### src/rtl/cosine_lut_arb_pkg.sv
// Shared types and helpers for the cosine LUT arbiter: sizing, phase wrap, stage-1 record.
// Sample count and sample width default here unless the build defines them.
`ifndef CARRIER_SAMPLES_PER_PERIOD
`define CARRIER_SAMPLES_PER_PERIOD 12
`endif
`ifndef FIXDT_64_A_WIDTH
`define FIXDT_64_A_WIDTH 16
`endif

package cosine_lut_arb_pkg;

  localparam int SAMPLES    = `CARRIER_SAMPLES_PER_PERIOD;
  localparam int LUT_ADDR_W = $clog2(SAMPLES);
  localparam int LUT_DATA_W = `FIXDT_64_A_WIDTH;
  localparam int ID_MAX_W   = 3;

  function automatic int id_width(input int n);
    return (n < 2) ? 1 : $clog2(n);
  endfunction

  // Indices past the end of a non-power-of-two table fold back by one period.
  function automatic logic [LUT_ADDR_W-1:0] addr_wrap(input logic [LUT_ADDR_W-1:0] a);
    if (int'(a) >= SAMPLES) return a - LUT_ADDR_W'(SAMPLES);
    return a;
  endfunction

  typedef struct packed {
    logic                  valid;
    logic [ID_MAX_W-1:0]   id;
    logic [LUT_ADDR_W-1:0] addr;
  } s1_rec_t;

endpackage

### src/rtl/cosine_lut.sv
// Combinational cosine table, one period of 12 samples scaled to 32767 full-scale.
// READ_PORTS independent read ports share the same contents.
module cosine_lut
  import cosine_lut_arb_pkg::*;
#(
  parameter int READ_PORTS = 1,
  parameter int ADDR_W     = LUT_ADDR_W,
  parameter int DATA_W     = LUT_DATA_W
) (
  input  logic        [ADDR_W-1:0] addr [READ_PORTS],
  output logic signed [DATA_W-1:0] data [READ_PORTS]
);

  function automatic logic signed [DATA_W-1:0] cos_sample(input logic [ADDR_W-1:0] a);
    case (int'(a))
      0:       return DATA_W'(32767);
      1:       return DATA_W'(28377);
      2:       return DATA_W'(16384);
      3:       return DATA_W'(0);
      4:       return DATA_W'(-16384);
      5:       return DATA_W'(-28377);
      6:       return DATA_W'(-32767);
      7:       return DATA_W'(-28377);
      8:       return DATA_W'(-16384);
      9:       return DATA_W'(0);
      10:      return DATA_W'(16384);
      11:      return DATA_W'(28377);
      default: return '0;
    endcase
  endfunction

  for (genvar p = 0; p < READ_PORTS; p++) begin : g_port
    assign data[p] = cos_sample(addr[p]);
  end

endmodule

### src/rtl/rr_arbiter.sv
// Combinational rotating-priority arbiter: first requester at or above ptr wins, with wrap.
// Emits a one-hot grant and its index; all-zero grant when nothing requests.
module rr_arbiter #(
  parameter int NUM_REQ = 2,
  parameter int ID_W    = 1
) (
  input  logic [NUM_REQ-1:0] req,
  input  logic [ID_W-1:0]    ptr,
  output logic [NUM_REQ-1:0] grant,
  output logic [ID_W-1:0]    grant_idx
);

  always_comb begin
    int  j;
    logic found;
    grant     = '0;
    grant_idx = '0;
    found     = 1'b0;
    j         = 0;
    for (int i = 0; i < NUM_REQ; i++) begin
      j = int'(ptr) + i;
      if (j >= NUM_REQ) j = j - NUM_REQ;
      if (!found && req[j]) begin
        found     = 1'b1;
        grant[j]  = 1'b1;
        grant_idx = ID_W'(j);
      end
    end
  end

endmodule

### src/rtl/cosine_lut_arbiter.sv
// Shares one cosine LUT read port among NUM_REQ requesters, one grant per cycle, 2-cycle latency;
// round-robin, or fixed priority (index 0 highest) with COSINE_LUT_ARB_STRICT_PRIO_EN. No response backpressure.
module cosine_lut_arbiter
  import cosine_lut_arb_pkg::*;
#(
  parameter int NUM_REQ = 2,
  parameter int ADDR_W  = LUT_ADDR_W,
  parameter int DATA_W  = LUT_DATA_W,
  parameter int ID_W    = id_width(NUM_REQ)
) (
  input  logic               clk,
  input  logic               rst_n,
  input  logic [NUM_REQ-1:0] req_valid,
  input  logic [ADDR_W-1:0]  req_addr [NUM_REQ],
  output logic [NUM_REQ-1:0] req_ready,
  output logic [NUM_REQ-1:0] rsp_valid,
  output logic [ID_W-1:0]    rsp_id,
  output logic [DATA_W-1:0]  rsp_data
);

  logic [NUM_REQ-1:0] arb_req;
  logic [NUM_REQ-1:0] grant;
  logic [ID_W-1:0]    grant_idx;
  logic [ID_W-1:0]    arb_ptr;
  logic               accept;
  s1_rec_t            s1;

  logic        [LUT_ADDR_W-1:0] lut_addr [1];
  logic signed [DATA_W-1:0]     lut_data [1];

  // No grants while held in reset, so nothing is accepted into a clearing pipeline.
  assign arb_req   = rst_n ? req_valid : '0;
  assign req_ready = grant;
  assign accept    = |grant;

  rr_arbiter #(
    .NUM_REQ (NUM_REQ),
    .ID_W    (ID_W)
  ) u_arb (
    .req       (arb_req),
    .ptr       (arb_ptr),
    .grant     (grant),
    .grant_idx (grant_idx)
  );

`ifdef COSINE_LUT_ARB_STRICT_PRIO_EN
  assign arb_ptr = '0;
`else
  logic [ID_W-1:0] rr_ptr;

  always_ff @(posedge clk or negedge rst_n) begin
    if (!rst_n) begin
      rr_ptr <= '0;
    end else if (accept) begin
      rr_ptr <= (int'(grant_idx) == NUM_REQ - 1) ? '0 : grant_idx + 1'b1;
    end
  end

  assign arb_ptr = rr_ptr;
`endif

  always_ff @(posedge clk or negedge rst_n) begin
    if (!rst_n) begin
      s1 <= '0;
    end else begin
      s1.valid <= accept;
      if (accept) begin
        s1.id   <= ID_MAX_W'(grant_idx);
        s1.addr <= addr_wrap(req_addr[grant_idx]);
      end
    end
  end

  assign lut_addr[0] = s1.addr;

  cosine_lut #(
    .READ_PORTS (1),
    .ADDR_W     (LUT_ADDR_W),
    .DATA_W     (DATA_W)
  ) u_lut (
    .addr (lut_addr),
    .data (lut_data)
  );

  // Data and id only move with a valid response so they hold between strobes.
  always_ff @(posedge clk or negedge rst_n) begin
    if (!rst_n) begin
      rsp_valid <= '0;
      rsp_id    <= '0;
      rsp_data  <= '0;
    end else begin
      rsp_valid <= s1.valid ? (NUM_REQ'(1) << s1.id) : '0;
      if (s1.valid) begin
        rsp_id   <= s1.id[ID_W-1:0];
        rsp_data <= lut_data[0];
      end
    end
  end

endmodule

### config.mk
export PLATFORM = sky130hd
export DESIGN_NAME = cosine_lut_arbiter
export DESIGN_NICKNAME = d
export VERILOG_FILES = /design/src/rtl/cosine_lut_arb_pkg.sv /design/src/rtl/cosine_lut.sv /design/src/rtl/rr_arbiter.sv /design/src/rtl/cosine_lut_arbiter.sv
export SDC_FILE = /design/constraint.sdc
export NUM_CORES = 1
export LEC_CHECK = 0
export BUFFER_PORTS_ARGS = -buffer_cell sky130_fd_sc_hd__buf_2
export CAP_MARGIN = 30
export CELL_PAD_IN_SITES_DETAIL_PLACEMENT = 0
export CELL_PAD_IN_SITES_GLOBAL_PLACEMENT = 2
export CORE_ASPECT_RATIO = 1.25
export CORE_MARGIN = 3
export CORE_UTILIZATION = 24
export CTS_CLUSTER_DIAMETER = 150
export CTS_CLUSTER_SIZE = 14
export DETAILED_ROUTE_END_ITERATION = 10
export HOLD_SLACK_MARGIN = 0.02
export PLACE_DENSITY = 0.74
export SLEW_MARGIN = 5
export SYNTH_ARGS = -nofsm -noshare
export SYNTH_HDL_FRONTEND = slang
export SYNTH_SLANG_ARGS = --single-unit
### constraint.sdc
create_clock -name clk -period 1.1 [get_ports clk]
set_input_delay 0.055 -clock clk [delete_from_list [all_inputs] [get_ports clk]]
set_output_delay 0.055 -clock clk [all_outputs]
set_load 0.005 [all_outputs]
==> results.toml, run 1 <==
[timing]
worst_pin_slew_ns = 0.213
clock_skew_ns = 0.00432
rsz0062_at_grt = "yes"
hold_viol = 0
finalMaxSlewViolations = 0
fmax_mhz = 838
post-route-min-period_ns = 1.19
slew-limit-headroom_pct = 85.8
setup_viol = 5
period_share_pct = 108
setup_slack_ns = -0.0934

[placement]
gp_congestion = 0.773
port-buffer-count = 32
dpl_cell_area_um2 = 958
dp_hpwl_um = 1290

[final_layout]
fin_util_pct = 35.9
area_growth_pct = 38.1
final_area_mm2 = 0.00110
register_area_um2 = 379
fillers = 309
final_cell_mix = "buf_2, dfrtp_1, buf_4"
antenna_cells = 0
multi_input_area_um2 = 347
layout_commonest_cell = "buf_2"
nets = 129
drive_above_1_share_pct = 50.0

[global_routing]
grt_antenna_before_repair = 0
grt_use_total_pct = 8.52
grt_pass1_wl_um = 2770
grt_pass1_vias = 646
grt_max_degree = 16
grt_overflow_total = 0

[status]
failed_checks = "setup timing"
status = "complete, but fails checks"

[die]
row_count = 22
die_y_um = 70.3
dieArea_mm2 = 0.00404
pin_count = 33
chipWidth_um = 57.5
start_util_pct = 26.0
fp.coreArea_mm2 = 0.00306

[cts]
clk_pin_slew_ns = 0.09
cts_tree = "done"
htree_levels = 1
worst_skew_pair.late_latency_ns = 0.28
cts_max_path_buffers = 2
cts_buffers = 3
cts-root-buf = "clkbuf_4"
cts_sinks = 15

[power_and_ir_drop]
powerDensity_mw_per_mm2 = 1420
power_leakage_nw = 0.552
irDropWorstVdd_uv = 506

[routing]
wire_per_inst_um = 11.2
firstDrtPassIters = 2
drt-total-wl_um = 1700
drc = 0
vias_per_cell = 4.48
vias = 681
drtIter0Drc = 12
ant_nets = 0

[worst_setup_path]
crit_path_end_kind = "primary output"
cp-start-kind = "flop"
cp.required_ns = 1.04
reg2reg_depth = 3
arrival_ns = 1.14
path_max_fanout = 4
critPathKind = "reg2out"

[synthesis]
synth_top_family_by_area = "simple AND/OR/NAND/NOR gates"
synthSimpleGateAreaFrac_pct = 17.2
ys_types = 24
synth-adder-area-share_pct = 0
syn_inst = 80
muxShareOfSynthArea_pct = 4.25
synth.avg_cell_area_um2 = 9.93
synth_nets = 92
synth-seq-area-share_pct = 47.2
synth_seq_cells = 15
synth_area_um2 = 795
yosys_warnings = 0
synth_compound_area_share_pct = 16.4
synthXorXnorAreaFrac_pct = 0

[flow_run]
maxCapViolations = 0

[worst_hold_path]
hold_class = "in2reg"
min_path_cells = 3
-- path summary, 6_finish.rpt --
kind | endpoint | slack [ns] | startpoint
worst max register to register | lut_addr[0]$_DFFE_PN0P_ | -0.08 | arb_ptr$_DFFE_PN0P_
min in group asynchronous | arb_ptr$_DFFE_PN0P_ | 0.11 | rst_n
max in group asynchronous | lut_addr[3]$_DFFE_PN0P_ | 0.57 | rst_n
worst min register to register | rsp_valid[0]$_DFF_PN0_ | 0.48 | s1[4]$_DFFE_PN0P_
worst max-delay path | req_ready[1] | -0.09 | arb_ptr$_DFFE_PN0P_
worst min-delay path | lut_addr[2]$_DFFE_PN0P_ | 0.07 | req_addr[7]
-- through the flow --
stage | std cells | TNS [ns] | setup WS [ns] | total power (W) | hold WS (ns)
after floorplan | 80 | -0.0445 | -0.0445 | 0.00106 | -0.241
after global routing | 152 | -0.608 | -0.138 | 0.00168 | 0.0704
after global placement | 141 | -0.0185 | -0.00960 | 0.00118 | -0.144
after detailed placement | 141 | -0.154 | -0.0545 | 0.00119 | -0.143
after CTS | 151 | -0.342 | -0.103 | 0.00154 | 0.0573
final | 152 | -0.317 | -0.0934 | 0.00156 | 0.0670
-- flip-flops by register name, indices dropped and copies added, names as in the netlist --
name and flops:
rsp_data 5, lut_addr 4, rsp_valid 2, s1 2, arb_ptr 1, rsp_id 1
-- where the power goes --
group          switching (W)  internal, W  total (W)
Clock               0.000173     0.000135   0.000308
Combinational       0.000213     0.000302   0.000514
Sequential         0.0000930     0.000644   0.000737
Total               0.000479      0.00108    0.00156
-- cell families (layout without fill, tap and decap cells) --
group / count (synthesis) / after routing
flops: 15 / 15
mux: 3 / 3
buf+inv: 18 / 54
simple gates: 24 / 24
compound gates: 20 / 20
-- cell usage after synthesis (all sizes together) --
| cell type | n | area share (%) |
|---|---|---|
| a211o | 2 | 2.2 |
| a21o | 2 | 1.9 |
| a21oi | 7 | 4.4 |
| a221o | 2 | 2.5 |
| a31oi | 4 | 3.1 |
| and2 | 5 | 3.9 |
| buf | 14 | 13 |
| dfrtp | 15 | 47 |
| inv | 4 | 1.9 |
| mux2 | 3 | 4.3 |
| nand2 | 3 | 1.4 |
| nand2b | 2 | 1.6 |
| nand3 | 1 | 0.63 |
| nand4b | 3 | 3.3 |
| nor2 | 6 | 2.8 |
| nor2b | 1 | 0.79 |
| nor4b | 1 | 1.1 |
| o21a | 1 | 0.95 |
| o21ai | 2 | 1.3 |
| or2 | 1 | 0.79 |
| or3 | 1 | 0.79 |
-- repair_timing --
action,in CTS,in global routing
endpoints found under the setup margin,9,10
gates resized for setup,2,9
cloned,0,0
endpoints found under the hold margin,17,0
pin swaps,4,6
hold buffers,5,0
buffers inserted,1,1
-- worst max-delay path: stages, from the launching register on --
cell and delay [ns]:
dfrtp_1 0.41, nand2b_4 0.16, and2_4 0.17, buf_6 0.11
-- per-layer routing --
metal	share of wire, %	GRT usage [%]	wire length, um	vias up
li1	-	-	-	342
met1	45	10.1	757	310
met2	47	14.6	802	29
met3	8.2	2.03	140	0
met4	0	3.09	0	0
met5	0	0	0	-
-- area by class of cell --
type,instances,area share (%)
clock buffer,3,2.05
clock inverter,1,0.456
inverter,4,1.37
multi-input combinational,47,31.6
sequential,15,34.5
tap,36,4.10
timing repair buffer,46,25.9
No activity file was read; power rests on OpenSTA's default activity.
==> run 2: changes to the inputs <==
--- a/config.mk
+++ b/config.mk
@@ -8,15 +8,15 @@
 export BUFFER_PORTS_ARGS = -buffer_cell sky130_fd_sc_hd__buf_2
 export CAP_MARGIN = 30
 export CELL_PAD_IN_SITES_DETAIL_PLACEMENT = 0
-export CELL_PAD_IN_SITES_GLOBAL_PLACEMENT = 2
+export CELL_PAD_IN_SITES_GLOBAL_PLACEMENT = 1
 export CORE_ASPECT_RATIO = 1.25
 export CORE_MARGIN = 3
-export CORE_UTILIZATION = 24
+export CORE_UTILIZATION = 30
 export CTS_CLUSTER_DIAMETER = 150
-export CTS_CLUSTER_SIZE = 14
+export CTS_CLUSTER_SIZE = 10
 export DETAILED_ROUTE_END_ITERATION = 10
 export HOLD_SLACK_MARGIN = 0.02
-export PLACE_DENSITY = 0.74
+export PLACE_DENSITY = 0.73
 export SLEW_MARGIN = 5
 export SYNTH_ARGS = -nofsm -noshare
 export SYNTH_HDL_FRONTEND = slang
==> results.toml, run 2 (same netlist as run 1, synthesis figures left out) <==
[global_routing]
grt_pass1_wl_um = 2730
grt_pass1_vias = 614
grt_overflow_total = 0
grt_antenna_before_repair = 0
grt_use_total_pct = 11.0
grt_max_degree = 15

[power_and_ir_drop]
switchingPower_w = 0.000498
power_leakage_nw = 0.570
powerDensity_mw_per_mm2 = 1430
clkPwrFrac_pct = 19.9
swShare_pct = 31.1
seq_power_share_pct = 46.4
irDropWorstVdd_uv = 683
intPower_w = 0.00110
p_comb_share_pct = 33.7

[die]
start_util_pct = 32.1
die_y_um = 63.5
chipWidth_um = 52.0
row_count = 20
fp.coreArea_mm2 = 0.00248
dieArea_mm2 = 0.00331
pin_count = 33

[worst_setup_path]
arrival_ns = 1.13
path_max_fanout = 4
crit_path_end_kind = "primary output"
max_stage_delay_ns = 0.41
cp.required_ns = 1.04
cp-start-kind = "flop"
critPathKind = "reg2out"
worst_path_max_delay_cell = "dfrtp_1"
crit_path_cell_trace = "nand2b_4 > and2_4 > buf_6"

[cts]
cts_buffers = 3
worst_skew_pair.late_latency_ns = 0.28
cts-root-buf = "clkbuf_4"
cts_sinks = 15
cts_max_path_buffers = 2
clk_pin_slew_ns = 0.09
htree_levels = 1
cts_tree = "done"

[routing]
drt-total-wl_um = 1740
ant_nets = 0
wire_per_inst_um = 11.6
firstDrtPassIters = 3
vias_per_cell = 4.55
vias = 683
drtIter0Drc = 8
drc = 0

[worst_hold_path]
hold_class = "in2reg"

[final_layout]
drive_above_1_share_pct = 51.3
layout_commonest_cell = "buf_2"
area_growth_pct = 40.9
largest_reg_flops = 5
nets = 130
fillers = 251
final_cell_mix = "buf_2, dfrtp_1, buf_4"
antenna_cells = 0
top_register = "rsp_data"

[timing]
setup_slack_ns = -0.0898
hold_viol = 0
post-route-min-period_ns = 1.19
setup_viol = 5
setup_tns_ns = -0.303
finalMaxSlewViolations = 0
fmax_mhz = 840
rsz0062_at_grt = "yes"
worst_pin_slew_ns = 0.242
clock_skew_ns = 0.00135
slew-limit-headroom_pct = 83.9
holdWs_ns = 0.0605
period_share_pct = 108

[status]
status = "complete, but fails checks"
failed_checks = "setup timing"

[placement]
dp_hpwl_um = 1230
place_ws_ns = -0.0202
port-buffer-count = 32
gp_congestion = 0.842

[flow_run]
maxCapViolations = 0
[run 2: path summary, 6_finish.rpt]
path	slack [ns]	to	depth (start not counted)	startpoint
max	-0.09	req_ready[1]	3	arb_ptr$_DFFE_PN0P_
min	0.06	lut_addr[3]$_DFFE_PN0P_	3	req_addr[3]
max reg2reg	-0.07	rsp_data[12]$_DFFE_PN0P_	3	lut_addr[1]$_DFFE_PN0P_
min reg2reg	0.48	rsp_valid[0]$_DFF_PN0_	1	s1[4]$_DFFE_PN0P_
max in group asynchronous	0.58	lut_addr[1]$_DFFE_PN0P_	3	rst_n
min in group asynchronous	0.12	arb_ptr$_DFFE_PN0P_	2	rst_n
[run 2: metal layers]
metal	track usage, %	vias up	part of all wire [%]
met5	0	-	0
li1	-	342	-
met3	3.07	2	8.6
met4	5.90	0	0.69
met1	12.6	311	43
met2	18.1	28	48
[run 2: cell type report]
type	count	area, um2	area share, %
Clock buffer	3	22.5	2.01
Sequential cell	15	379	33.9
Clock inverter	1	5.00	0.447
Inverter	4	15.0	1.34
Tap cell	33	41.3	3.69
Timing Repair Buffer	47	299	26.7
Multi-Input combinational cell	47	358	32.0
[run 2: repair_timing]
item                       4_1_cts  5_1_grt
pin swaps                        4        7
setup endpoints to repair        8       11
hold buffers                     5        0
gates resized for setup          4       12
hold endpoints to repair        17        0
buffers inserted                 1        2
[run 2: metrics by stage]
stage               utilization [%]  std cells  area, um2  power, W
floorplan                         -         80        805   0.00106
global placement               38.5        138        955   0.00117
detailed placement             38.5        138        955   0.00118
CTS                            42.9        148       1060   0.00155
global route                   45.2        150       1120   0.00172
finish                         45.2        150       1120   0.00160
[run 2: power groups by stage]
stage               registers [W]  clock network, W  logic [W]
CTS                      0.000738          0.000331   0.000481
global route             0.000764          0.000354   0.000599
detailed placement       0.000740                 0   0.000445
floorplan                0.000726                 0   0.000331
global placement         0.000733                 0   0.000441
finish                   0.000743          0.000319   0.000540
[run 2: worst max-delay path: cells and delay by family, from the launching register on]
kind	cells	cell delay [ns]
AND/OR/NAND/NOR	2	0.33
flip-flops	1	0.41
buffers and inverters	1	0.11
==> run 3: changes to the inputs <==
--- a/config.mk
+++ b/config.mk
@@ -17,6 +17,7 @@
 export DETAILED_ROUTE_END_ITERATION = 10
 export HOLD_SLACK_MARGIN = 0.02
 export PLACE_DENSITY = 0.73
+export SETUP_SLACK_MARGIN = 0.3
 export SLEW_MARGIN = 5
 export SYNTH_ARGS = -nofsm -noshare
 export SYNTH_HDL_FRONTEND = slang
==> results.toml, run 3 (same netlist as run 1, synthesis figures left out) <==
[status]
status = "complete, but fails checks"
failed_checks = "setup timing"

[power_and_ir_drop]
irDropWorstVdd_uv = 785
powerDensity_mw_per_mm2 = 1440
power_leakage_nw = 0.628

[cts]
cts_sinks = 15
worst_skew_pair.late_latency_ns = 0.28
hold_buffers = 1
cts_tree = "done"
cts_max_path_buffers = 2
cts-root-buf = "clkbuf_4"
cts_buffers = 3
clk_pin_slew_ns = 0.09
htree_levels = 1

[routing]
ant_nets = 0
drtIter0Drc = 10
top_layer_used = "met4"
wl_met3_um = 168
wire_per_inst_um = 12.0
drc = 0
vias_per_cell = 4.69
firstDrtPassIters = 2
routed-wl-met2_um = 920
met1_length_um = 781
drt-total-wl_um = 1890
vias = 741

[worst_setup_path]
critPathKind = "reg2out"
path_max_fanout = 4
cp.buffers_inverters = 1
cp.required_ns = 1.04
rrSetupSlack_ns = -0.08
max_stage_delay_ns = 0.42
cp_top_family = "flip-flops"
crit_path_end_kind = "primary output"
worst_path_max_delay_cell = "dfrtp_1"
crit_path_cell_trace = "nand2b_4 > and2_4 > buf_6"
arrival_ns = 1.15
cp-start-kind = "flop"

[die]
row_count = 20
start_util_pct = 32.1
die_y_um = 63.5
dieArea_mm2 = 0.00331
chipWidth_um = 52.0
pin_count = 33
fp.coreArea_mm2 = 0.00248

[placement]
gp_congestion = 0.851
port-buffer-count = 32
dp_hpwl_um = 1220

[timing]
rsz0062_at_grt = "yes"
hold_viol = 0
setup_viol = 7
setup_tns_ns = -0.343
post-route-min-period_ns = 1.20
finalMaxSlewViolations = 0
period_share_pct = 109
setup_slack_ns = -0.104
slew-limit-headroom_pct = 85.9
fmax_mhz = 831
clock_skew_ns = 0.00623
worst_pin_slew_ns = 0.210

[global_routing]
grt_use_total_pct = 11.8
grt_pass1_wl_um = 3020
grt_max_degree = 15
grt_pass1_vias = 701
grt_overflow_total = 0
grt_antenna_before_repair = 0

[final_layout]
antenna_cells = 0
drive_above_1_share_pct = 64.0
final_cell_mix = "buf_2, buf_4, buf_6"
nets = 138
top_register = "rsp_data"
area_growth_pct = 58.3
layout_commonest_cell = "buf_2"
fin_util_pct = 50.8
largest_reg_flops = 5
fillers = 228

[worst_hold_path]
hold_class = "in2reg"

[flow_run]
maxCapViolations = 0
[run 3: final cells by class]
type                       count  area (um2)  share of cell area, %
timing repair buffer          55         414                   32.9
sequential                    15         382                   30.3
multi-input combinational     47         378                   30.0
tap                           33        41.3                   3.28
clock buffer                   3        22.5                   1.79
inverter                       4        15.0                   1.19
clock inverter                 1        5.00                  0.398
[run 3: worst reg2reg max path: cells and delay by family, from the launching register on]
| family | cells | cell delay, ns |
|---|---|---|
| AOI/OAI and AO/OA | 1 | 0.31 |
| DFF | 1 | 0.42 |
| and+or+nand+nor | 2 | 0.33 |
[run 3: worst paths after layout]
path,startpoint,endpoint,cells past startpoint
hold / removal,req_addr[0],lut_addr[0]$_DFFE_PN0P_,2
setup / recovery,arb_ptr$_DFFE_PN0P_,req_ready[1],3
min in group asynchronous,rst_n,arb_ptr$_DFFE_PN0P_,2
max in group asynchronous,rst_n,lut_addr[2]$_DFFE_PN0P_,3
setup reg to reg,arb_ptr$_DFFE_PN0P_,lut_addr[0]$_DFFE_PN0P_,3
hold reg to reg,s1[4]$_DFFE_PN0P_,rsp_valid[0]$_DFF_PN0_,1
[run 3: report_power, final]
part / switching [W] / internal (W)
registers: 0.0000935 / 0.000646
logic: 0.000276 / 0.000487
clock network: 0.000174 / 0.000135
total: 0.000543 / 0.00127
[run 3: per-layer routing]
layer | up-vias | track usage (%)
met5 | - | 0
met2 | 33 | 20.1
met3 | 4 | 3.78
li1 | 357 | -
met4 | 0 | 5.90
met1 | 347 | 12.7
[run 3: per-stage QoR]
step	setup slack (ns)	cells	power (W)	instance area [um2]	hold slack, ns
after detailed placement	-0.0277	139	0.00119	962	-0.137
after floorplan	-0.0443	80	0.00107	817	-0.241
final	-0.104	158	0.00181	1260	0.00274
after CTS	-0.0965	154	0.00169	1170	-0.00581
after global placement	-0.00106	139	0.00118	962	-0.138
after global routing	-0.139	158	0.00193	1260	0.00242
[run 3: repair_timing]
action | 4_1_cts | 5_1_grt
pin swaps | 10 | 4
endpoints found under the hold margin | 17 | 1
setup endpoints to repair | 32 | 33
buffers inserted | 10 | 4
gates cloned | 0 | 0
resized for setup | 22 | 14
